`src/rtl/nand_op_sequencer.sv`:
```
// nand_op_sequencer
//   Sequences one NAND program-type operation onto the bus-cycle toggle
//   engine: CMD1, 0-5 address bytes, N data bytes, optional CMD2, then an
//   optional tWB delay plus ready/busy wait. Every bus byte is one toggle
//   run of a single WE# pulse, handshaked as LAUNCH (enable until done)
//   then RELEASE (disable until done drops).
//
// Ports
//   clk, reset_n          clock, async active-low reset
//   req                   start, sampled in IDLE only
//   cmd1, cmd2, use_cmd2  command bytes, cmd2 issued after data if use_cmd2
//   addr, addr_cycles     address bytes (LSB byte first), count 0-5 (6,7 -> 5)
//   data_cycles           data byte count, 0 = none
//   wait_rb               wait tWB then for rb_n high after the last byte
//   wr_data/wr_valid/wr_pop  show-ahead write data source
//   rb_n                  flash ready/busy (async, low = busy)
//   tg_enable/tg_cnt/tg_setup/tg_hold/tg_done  toggle engine interface
//   io_data, io_oe        flash I/O byte and output enable
//   busy, op_done, op_err status; op_err = ready/busy timeout
module nand_op_sequencer #(
    parameter int TWB_CYC    = 20,
    parameter int RB_TIMEOUT = 1048576,
    parameter int DATA_W     = 12
) (
    input  logic              clk,
    input  logic              reset_n,
    input  logic              req,
    input  logic [7:0]        cmd1,
    input  logic [7:0]        cmd2,
    input  logic              use_cmd2,
    input  logic [39:0]       addr,
    input  logic [2:0]        addr_cycles,
    input  logic [DATA_W-1:0] data_cycles,
    input  logic              wait_rb,
    input  logic [7:0]        wr_data,
    input  logic              wr_valid,
    output logic              wr_pop,
    input  logic              rb_n,
    output logic              tg_enable,
    output logic [11:0]       tg_cnt,
    output logic [4:0]        tg_setup,
    output logic [4:0]        tg_hold,
    input  logic              tg_done,
    output logic [7:0]        io_data,
    output logic              io_oe,
    output logic              busy,
    output logic              op_done,
    output logic              op_err
);

    // Control vectors {CE#,CLE,ALE,WE#,RE#}
    localparam logic [4:0] VEC_IDLE = 5'b10011;
    localparam logic [4:0] CMD_SU   = 5'b01001;
    localparam logic [4:0] CMD_HD   = 5'b01011;
    localparam logic [4:0] ADR_SU   = 5'b00101;
    localparam logic [4:0] ADR_HD   = 5'b00111;
    localparam logic [4:0] DAT_SU   = 5'b00001;
    localparam logic [4:0] DAT_HD   = 5'b00011;

    localparam logic [20:0] TWB_LAST = 21'(TWB_CYC - 1);
    localparam logic [20:0] RB_LAST  = 21'(RB_TIMEOUT - 1);

    typedef enum logic [2:0] {
        S_IDLE, S_CMD1, S_ADDR, S_DATA, S_CMD2, S_TWB, S_RBWAIT, S_FIN
    } state_t;

    // PRE gates every launch on tg_done low (and wr_valid for data bytes)
    typedef enum logic [1:0] {P_PRE, P_LAUNCH, P_RELEASE} phase_t;

    state_t             state, state_n;
    phase_t             phase, phase_n;
    logic [2:0]         aidx, aidx_n;
    logic [DATA_W-1:0]  didx, didx_n;
    logic [20:0]        tmr, tmr_n;

    logic [7:0]         cmd1_q, cmd2_q, byte_q;
    logic [39:0]        addr_q;
    logic [2:0]         acyc_q;
    logic [DATA_W-1:0]  dcyc_q;
    logic               use_cmd2_q, wait_rb_q;
    logic               pop_q, err_q;
    logic [1:0]         rb_sync;

    logic               latch, launch, err_set, last_byte, run;
    logic [7:0]         addr_byte, next_byte;
    state_t             after_cmd1, after_addr, after_data, after_cmd2, after_run;

    // Phase-skip chain: each phase falls through to the next enabled one
    always_comb begin
        after_cmd2 = wait_rb_q ? S_TWB : S_FIN;
        after_data = use_cmd2_q ? S_CMD2 : after_cmd2;
        after_addr = (dcyc_q != '0) ? S_DATA : after_data;
        after_cmd1 = (acyc_q != 3'd0) ? S_ADDR : after_addr;
    end

    always_comb begin
        case (aidx)
            3'd0:    addr_byte = addr_q[7:0];
            3'd1:    addr_byte = addr_q[15:8];
            3'd2:    addr_byte = addr_q[23:16];
            3'd3:    addr_byte = addr_q[31:24];
            default: addr_byte = addr_q[39:32];
        endcase
    end

    always_comb begin
        last_byte = 1'b1;
        after_run = after_cmd2;
        next_byte = 8'h00;
        case (state)
            S_CMD1: begin after_run = after_cmd1; next_byte = cmd1_q; end
            S_ADDR: begin
                after_run = after_addr;
                next_byte = addr_byte;
                last_byte = (aidx == acyc_q - 3'd1);
            end
            S_DATA: begin
                after_run = after_data;
                next_byte = wr_data;
                // compare against count-1 so a full-scale count never wraps
                last_byte = (didx == dcyc_q - DATA_W'(1));
            end
            S_CMD2: next_byte = cmd2_q;
            default: ;
        endcase
    end

    assign run = (state == S_CMD1) || (state == S_ADDR) ||
                 (state == S_DATA) || (state == S_CMD2);

    always_comb begin
        state_n = state;
        phase_n = phase;
        aidx_n  = aidx;
        didx_n  = didx;
        tmr_n   = tmr;
        latch   = 1'b0;
        launch  = 1'b0;
        err_set = 1'b0;
        case (state)
            S_IDLE: if (req) begin
                latch   = 1'b1;
                state_n = S_CMD1;
                phase_n = P_PRE;
                aidx_n  = '0;
                didx_n  = '0;
                tmr_n   = '0;
            end
            S_CMD1, S_ADDR, S_DATA, S_CMD2: begin
                case (phase)
                    P_PRE: if (!tg_done && (state != S_DATA || wr_valid)) begin
                        launch  = 1'b1;
                        phase_n = P_LAUNCH;
                    end
                    P_LAUNCH: if (tg_done) phase_n = P_RELEASE;
                    P_RELEASE: if (!tg_done) begin
                        phase_n = P_PRE;
                        if (!last_byte && state == S_ADDR)      aidx_n = aidx + 3'd1;
                        else if (!last_byte && state == S_DATA) didx_n = didx + DATA_W'(1);
                        else begin
                            state_n = after_run;
                            tmr_n   = '0;
                        end
                    end
                    default: phase_n = P_PRE;
                endcase
            end
            S_TWB: begin
                if (tmr == TWB_LAST) begin
                    tmr_n   = '0;
                    state_n = S_RBWAIT;
                end else begin
                    tmr_n = tmr + 21'd1;
                end
            end
            S_RBWAIT: begin
                if (rb_sync[1]) begin
                    state_n = S_FIN;
                end else if (tmr == RB_LAST) begin
                    err_set = 1'b1;
                    state_n = S_FIN;
                end else begin
                    tmr_n = tmr + 21'd1;
                end
            end
            S_FIN:   state_n = S_IDLE;
            default: state_n = S_IDLE;
        endcase
    end

    always_ff @(posedge clk or negedge reset_n) begin
        if (!reset_n) begin
            state      <= S_IDLE;
            phase      <= P_PRE;
            aidx       <= '0;
            didx       <= '0;
            tmr        <= '0;
            cmd1_q     <= '0;
            cmd2_q     <= '0;
            addr_q     <= '0;
            acyc_q     <= '0;
            dcyc_q     <= '0;
            use_cmd2_q <= 1'b0;
            wait_rb_q  <= 1'b0;
            byte_q     <= '0;
            pop_q      <= 1'b0;
            err_q      <= 1'b0;
            rb_sync    <= 2'b11;
        end else begin
            state   <= state_n;
            phase   <= phase_n;
            aidx    <= aidx_n;
            didx    <= didx_n;
            tmr     <= tmr_n;
            rb_sync <= {rb_sync[0], rb_n};
            if (latch) begin
                cmd1_q     <= cmd1;
                cmd2_q     <= cmd2;
                addr_q     <= addr;
                acyc_q     <= (addr_cycles > 3'd5) ? 3'd5 : addr_cycles;
                dcyc_q     <= data_cycles;
                use_cmd2_q <= use_cmd2;
                wait_rb_q  <= wait_rb;
            end
            // byte captured on launch so it is stable for the whole run
            if (launch) byte_q <= next_byte;
            pop_q <= launch && (state == S_DATA);
            if (latch)        err_q <= 1'b0;
            else if (err_set) err_q <= 1'b1;
        end
    end

    always_comb begin
        tg_setup = VEC_IDLE;
        tg_hold  = VEC_IDLE;
        case (state)
            S_CMD1, S_CMD2: begin tg_setup = CMD_SU; tg_hold = CMD_HD; end
            S_ADDR:         begin tg_setup = ADR_SU; tg_hold = ADR_HD; end
            S_DATA:         begin tg_setup = DAT_SU; tg_hold = DAT_HD; end
            default: ;
        endcase
    end

    assign tg_enable = run && (phase == P_LAUNCH);
    assign tg_cnt    = 12'd1;
    assign io_oe     = run;
    assign io_data   = run ? byte_q : 8'h00;
    assign wr_pop    = pop_q;
    assign busy      = (state != S_IDLE);
    assign op_done   = (state == S_FIN);
    assign op_err    = err_q;

endmodule

```
`config.mk`:
```
export PLATFORM = sky130hd
export DESIGN_NAME = nand_op_sequencer
export DESIGN_NICKNAME = d
export VERILOG_FILES = /design/src/rtl/nand_op_sequencer.sv
export SDC_FILE = /design/constraint.sdc
export NUM_CORES = 1
export LEC_CHECK = 0
export ABC_AREA = 0
export CAP_MARGIN = 20
export CELL_PAD_IN_SITES_DETAIL_PLACEMENT = 1
export CELL_PAD_IN_SITES_GLOBAL_PLACEMENT = 1
export CORE_ASPECT_RATIO = 0.6
export CORE_UTILIZATION = 43
export DETAILED_ROUTE_END_ITERATION = 16
export PLACE_DENSITY_LB_ADDON = 0.1
export SLEW_MARGIN = 20
export SYNTH_ARGS = -nofsm -noshare
export SYNTH_HDL_FRONTEND = slang
export SYNTH_SLANG_ARGS = --single-unit
```
`constraint.sdc`:
```
create_clock -name clk -period 7.1 [get_ports clk]
set_input_delay 1.42 -clock clk [delete_from_list [all_inputs] [get_ports clk]]
set_output_delay 1.42 -clock clk [all_outputs]
set_load 0.02 [all_outputs]
```
* Word-level counts from Yosys, hierarchy flattened
Cells that the tools add are included.
** Storage, ports and cells
- Bits of input ports :: 87
- Register bits after elaboration :: 126
- Output and inout port bits :: 36
- Logic and storage cells :: 137
** Operators by class
- Magnitude comparators :: 1
- Reductions and logical operators :: 27
- Muxes and demuxes :: 57
- Equality and inequality tests :: 31
- Add/subtract/negate cells :: 5
** Operators with widths (number)
- $mux 21 :: 8
- $pmux 21 s4 :: 1
- $pmux 8 s4 :: 2
- $mux 12 :: 5
- $mux 3 :: 15
- $pmux 5 s3 :: 2
- $pmux 12 s2 :: 1
- $add 21x1->21 const B :: 1
- $eq 21x20->1 const B :: 1
- $eq 21x5->1 const B :: 1
- $ne 2x2->1 const B :: 10
- $pmux 3 s5 :: 1
- $add 12x1->12 const B :: 1
- $eq 12x12->1 :: 1
- $eq 3x2->1 const B :: 4
- $eq 3x3->1 const B :: 4
- $mux 2 :: 6
- $ne 3x3->1 const B :: 4
- $reduce_bool 12->1 :: 1
- $sub 12x1->12 const B :: 1
- $mux 1 :: 10
- $reduce_and 5->1 :: 2
- $pmux 3 s3 :: 1
- $mux 8 :: 1
- 25 further kinds :: 37

* Longest topological paths before layout
- Word-level depth :: 10
- Depth in mapped cells :: 12
- Depth with buffers taken out :: 10

* Least setup slack after synthesis
Ideal clock, no wire load.
- Path kind :: register to output
- From :: register state[0]
- To :: output port tg_enable
- Setup slack :: 3595 ps
- Stages on the path, launching flop included :: 9
- Arrival time :: 2085 ps
- Path through :: dfrtp_1 -> or2_2 -> clkbuf_1 -> nand2_1 -> and2_1 -> clkbuf_1 -> inv_1 -> nor2_1 -> and2_1
** On the way
- Word-level cells in the longest chain between the ends :: 5
** Ends and longest elaborated chain
- start: declaration :: line 70 : state_t state, state_n;
- start signal: assignment :: line 210 : state <= state_n;
- $eq 3x1->1 or $eq 3x2->1 (tied branches) :: line 128 : assign run = (state == S_CMD1) || (state == S_ADDR) ||
- $logic_or 1x1->1 (2 in series) :: line 128
- $logic_or 1x1->1 (*) :: line 129 : (state == S_DATA) || (state == S_CMD2);
- net io_oe :: line 45 : output logic io_oe,
- $logic_and 1x1->1 (*) :: line 244 : assign tg_enable = run && (phase == P_LAUNCH);
- end: declaration :: line 39 : output logic tg_enable,
Mark *: on every way through the listed nets, which the timed path passes. The rest lies on a longest branch.

* Final worst setup path
- From :: register state[1]
- To :: output port tg_enable
** On the way
- Word-level cells in the longest chain between the ends :: 5
** Ends and longest elaborated chain (line)
- $eq 3x1->1 or $eq 3x2->1 (tied branches) :: 128
- $logic_or 1x1->1 (2 in series) :: 128
- $logic_or 1x1->1 (*) :: 129
- $logic_and 1x1->1 (*) :: 244
Mark *: on every way between the ends. The rest lies on a longest branch, timed or not.

==> results.md <==
* Worst setup path class: flip-flop to output port
* Cells after synthesis at 797
* N_diodes at 0
* Worst Min Path Start: rb_sync[0]$_DFF_PN1_
* Ys async rst share at 100%
* Critical path peak fanout at 23
* Root buffer cell: clkbuf_16
* Skew-Pair Late Insertion Delay at 430 ps
* Reg-to-Reg Start: state[1]$_DFFE_PN0P_
* Resize count post-CTS at 0
* Leakage at 0.00381 µW
* Setup Total Neg Slack at 0 ps
* Mapped Avg Cell Area at 8.50 µm²
* Routed vias at 6278
* Crit-path max cell delay at 870 ps
* Max Clock Freq at 202 MHz
* Port Buf Inserts at 107
* Top_reg_cell synth: dfrtp_1
* Die Width at 164 µm
* Status: finished clean
* Worst Skew at 11.8 ps
* Area Overhead vs Synth at 25.0%
* Die Height at 99.2 µm
* CP max stage cell: dfrtp_1
* Buf+Inv Stages, Crit Path at 2
* Mapped Area at 0.00677 mm²
* Antenna violations before repair at 0
* PwrDens at 415 mW/mm²
* CP Data Required Time at 5680 ps
* Synth unique cells at 62
* Register area share after synthesis at 46.6%
* Reg2reg end: tmr[16]$_DFFE_PN0P_
* WHS Path Cells at 0
* Final Max Slew Viols at 0
* CP Data Arrival Time at 3540 ps
* Post-route ant nets at 0
* Placed cell area at 0.00785 mm²
* Iter 0 DRT Violations at 454
* CTS clk-pin slew, worst paths at 60 ps
* Vias per std cell at 5.73
* Yosys reg bits at 126
* Maximum vdd ir drop at 0.000205 V
* TritonCTS buffer count at 17
* Share of layout cells above drive strength 1 at 7.28%
* Setup bufs post-CTS at 0
* Number of flops mapped to enable cells by yosys at 0
* Hold buffers post-CTS at 0
* Final non-filler cell area at 0.00847 mm²
* Global-route wire length before repair at 35.0 mm
* Largest net degree at the start of global routing at 67
* Tcrit/Tclk final at 69.8%
* Cell taking the most area after synthesis: dfrtp_1
* GR Util All Layers at 28.1%
* Critical path launch point type: flip-flop
* H-Tree Depth at 4
* Final Setup Violations at 0
* Max Buffers Root-to-Sink at 2
* Worst-case reg-to-reg path depth at 7
* Synth top area share at 45.8%
* Max-cap violations at 0
* Synth area leaders: dfrtp_1 (46%), nand2_1 (14%), o21ai_0 (4.0%)
* Hold Crit Class: flip-flop to flip-flop
* Most used cell, CP: and2_1
* Reg-to-reg slack, setup at 3410 ps
* Min-Delay Endpoint: rb_sync[1]$_DFF_PN1_
* Clock sink total at 126
* Drt pass-1 iters at 5
* Slew @ Worst Pin at 1020 ps
* Die Area at 0.0163 mm²
* Wire length per cell at 19.4 µm
* Hold Vio Cnt, Final at 0
* Rows at 35
* Final worst hold slack at 355 ps
* Initial core utilization at 44.1%
* CTS tree: built
* Setup WS pre-CTS at 2680 ps
* Final wirelength at 21.3 mm
* Nets at 978
* Fillers at 1800
* Clock period minus worst slack at 4960 ps
* Slew headroom at 31.6%
* CP cell instances: or3_1 -> and2_1 -> inv_1 -> nor2_1 -> and2_1 -> clkdlybuf4s50_1
* DRC errors left at 0
* Area of the core at 0.0154 mm²
* Grt total ovfl at 0
* Setup slack after layout at 2140 ps
* Finished Core Util at 55.1%
* GPL Wtd Cong at 0.848
* DPL Wire Length at 14.6 mm
* Yosys Warn Count at 0
* Unrepaired setup endpoints after global routing: no
* # IOs at 123
* Crit. End Element: output port
* Crit-path leading delay family: simple AND/OR/NAND/NOR gates
* Vias in the first global route at 6629
-- cells in the mapped netlist, types with 3 or more instances --
cell type,count
nand2_1,250
dfrtp_1,124
o21ai_0,54
nor2_1,48
clkbuf_1,33
buf_4,21
nand3_1,21
a21oi_1,20
inv_1,17
a222oi_1,16
xnor2_1,15
and3_1,12
ha_1,11
or3_1,11
mux2_2,10
nor4_1,10
a221o_1,8
nand4_1,8
nor3_1,8
a31oi_1,7
o21ai_1,7
and2_1,5
nand3b_1,5
buf_6,4
xor2_1,4
a211oi_1,3
nand2b_1,3
nor2b_1,3
o21a_1,3
o22a_1,3
or2_2,3
or4_1,3
-- power by group --
part           leakage (µW)  switching, µW  internal (µW)
Clock              0.000290            365            557
Sequential          0.00161            256            972
Combinational       0.00191            812            552
-- how the worst max path moves through the flow --
stage | slack, ps | depth (start not counted) | from | endpoint
2_1_floorplan | 3590 | 8 | state[0]$_DFFE_PN0P_ | tg_enable
3_3_place_gp | 2820 | 6 | state[1]$_DFFE_PN0P_ | tg_enable
3_5_place_dp | 2680 | 6 | state[1]$_DFFE_PN0P_ | tg_enable
4_1_cts | 2170 | 6 | state[1]$_DFFE_PN0P_ | tg_enable
5_1_grt | 1960 | 6 | state[1]$_DFFE_PN0P_ | tg_enable
6_report | 2140 | 6 | state[1]$_DFFE_PN0P_ | tg_enable
-- per-layer routing --
metal / share of wire (%) / track usage [%] / vias up
met5: 0 / 0 / -
met4: 0.69 / 7.48 / 0
met3: 5.7 / 6.26 / 14
met2: 45 / 44.1 / 200
met1: 49 / 39.3 / 3180
li1: - / - / 2884
-- worst register-to-register path, stage by stage, from the launching register on --
cell	delay [ps]
dfrtp_1	870
nor2b_1	380
and2_1	540
o31ai_1	230
and2_2	260
o211ai_2	810
o21ai_0	330
o31ai_1	160
-- area by class of cell --
class / count / area, µm² / area share [%]
clock buffer: 17 / 425 / 5.02
clock inverter: 15 / 188 / 2.22
inverter: 17 / 63.8 / 0.754
multi-input combinational: 605 / 3270 / 38.6
sequential: 126 / 3160 / 37.3
tap: 203 / 254 / 3.00
timing repair buffer: 113 / 1110 / 13.2
-- state kept, by name, indices dropped and copies added (netlist names) --
register	count
dcyc_q	12
op_err	1
tmr	21
cmd2_q	8
byte_q	8
rb_sync	2
addr_q	40
phase	2
acyc_q	3
use_cmd2_q	1
cmd1_q	8
aidx	3
wait_rb_q	1
didx	12
state	3
wr_pop	1
-- cell usage in the layout, fill, tap and decap left out, types with 6 or more instances in the layout --
| master | count |
|---|---|
| conb_1 | 15 |
| a31oi_1 | 7 |
| and3_1 | 12 |
| nor2_1 | 47 |
| or3_1 | 10 |
| a221o_1 | 8 |
| clkbuf_16 | 17 |
| clkdlybuf4s50_1 | 106 |
| nor3_1 | 8 |
| ha_1 | 11 |
| o21ai_0 | 54 |
| dfrtp_1 | 124 |
| nor4_1 | 10 |
| a222oi_1 | 16 |
| nand4_1 | 8 |
| o21ai_1 | 7 |
| buf_4 | 6 |
| nand3_1 | 21 |
| nand2_1 | 250 |
| xnor2_1 | 15 |
| mux2_2 | 10 |
| a21oi_1 | 20 |
| inv_1 | 17 |
-- kinds of logic after synthesis --
family | synth area share [%]
AO/OA/AOI/OAI | 14.2
XOR/XNOR | 2.46
adder cells (fa/ha/maj) | 2.03
buffers and inverters | 6.02
flip-flops | 46.6
multiplexers | 1.96
other | 0.111
AND/OR/NAND/NOR | 26.6
-- through the flow --
| step | instances | total power [µW] |
|---|---|---|
| 2_1_floorplan | 810 | 2100 |
| 3_3_place_gp | 1063 | 2480 |
| 3_5_place_dp | 1063 | 2570 |
| 4_1_cts | 1095 | 3510 |
| 5_1_grt | 1096 | 3730 |
| 6_report | 1096 | 3510 |
No activity file was read; power rests on OpenSTA's default activity.
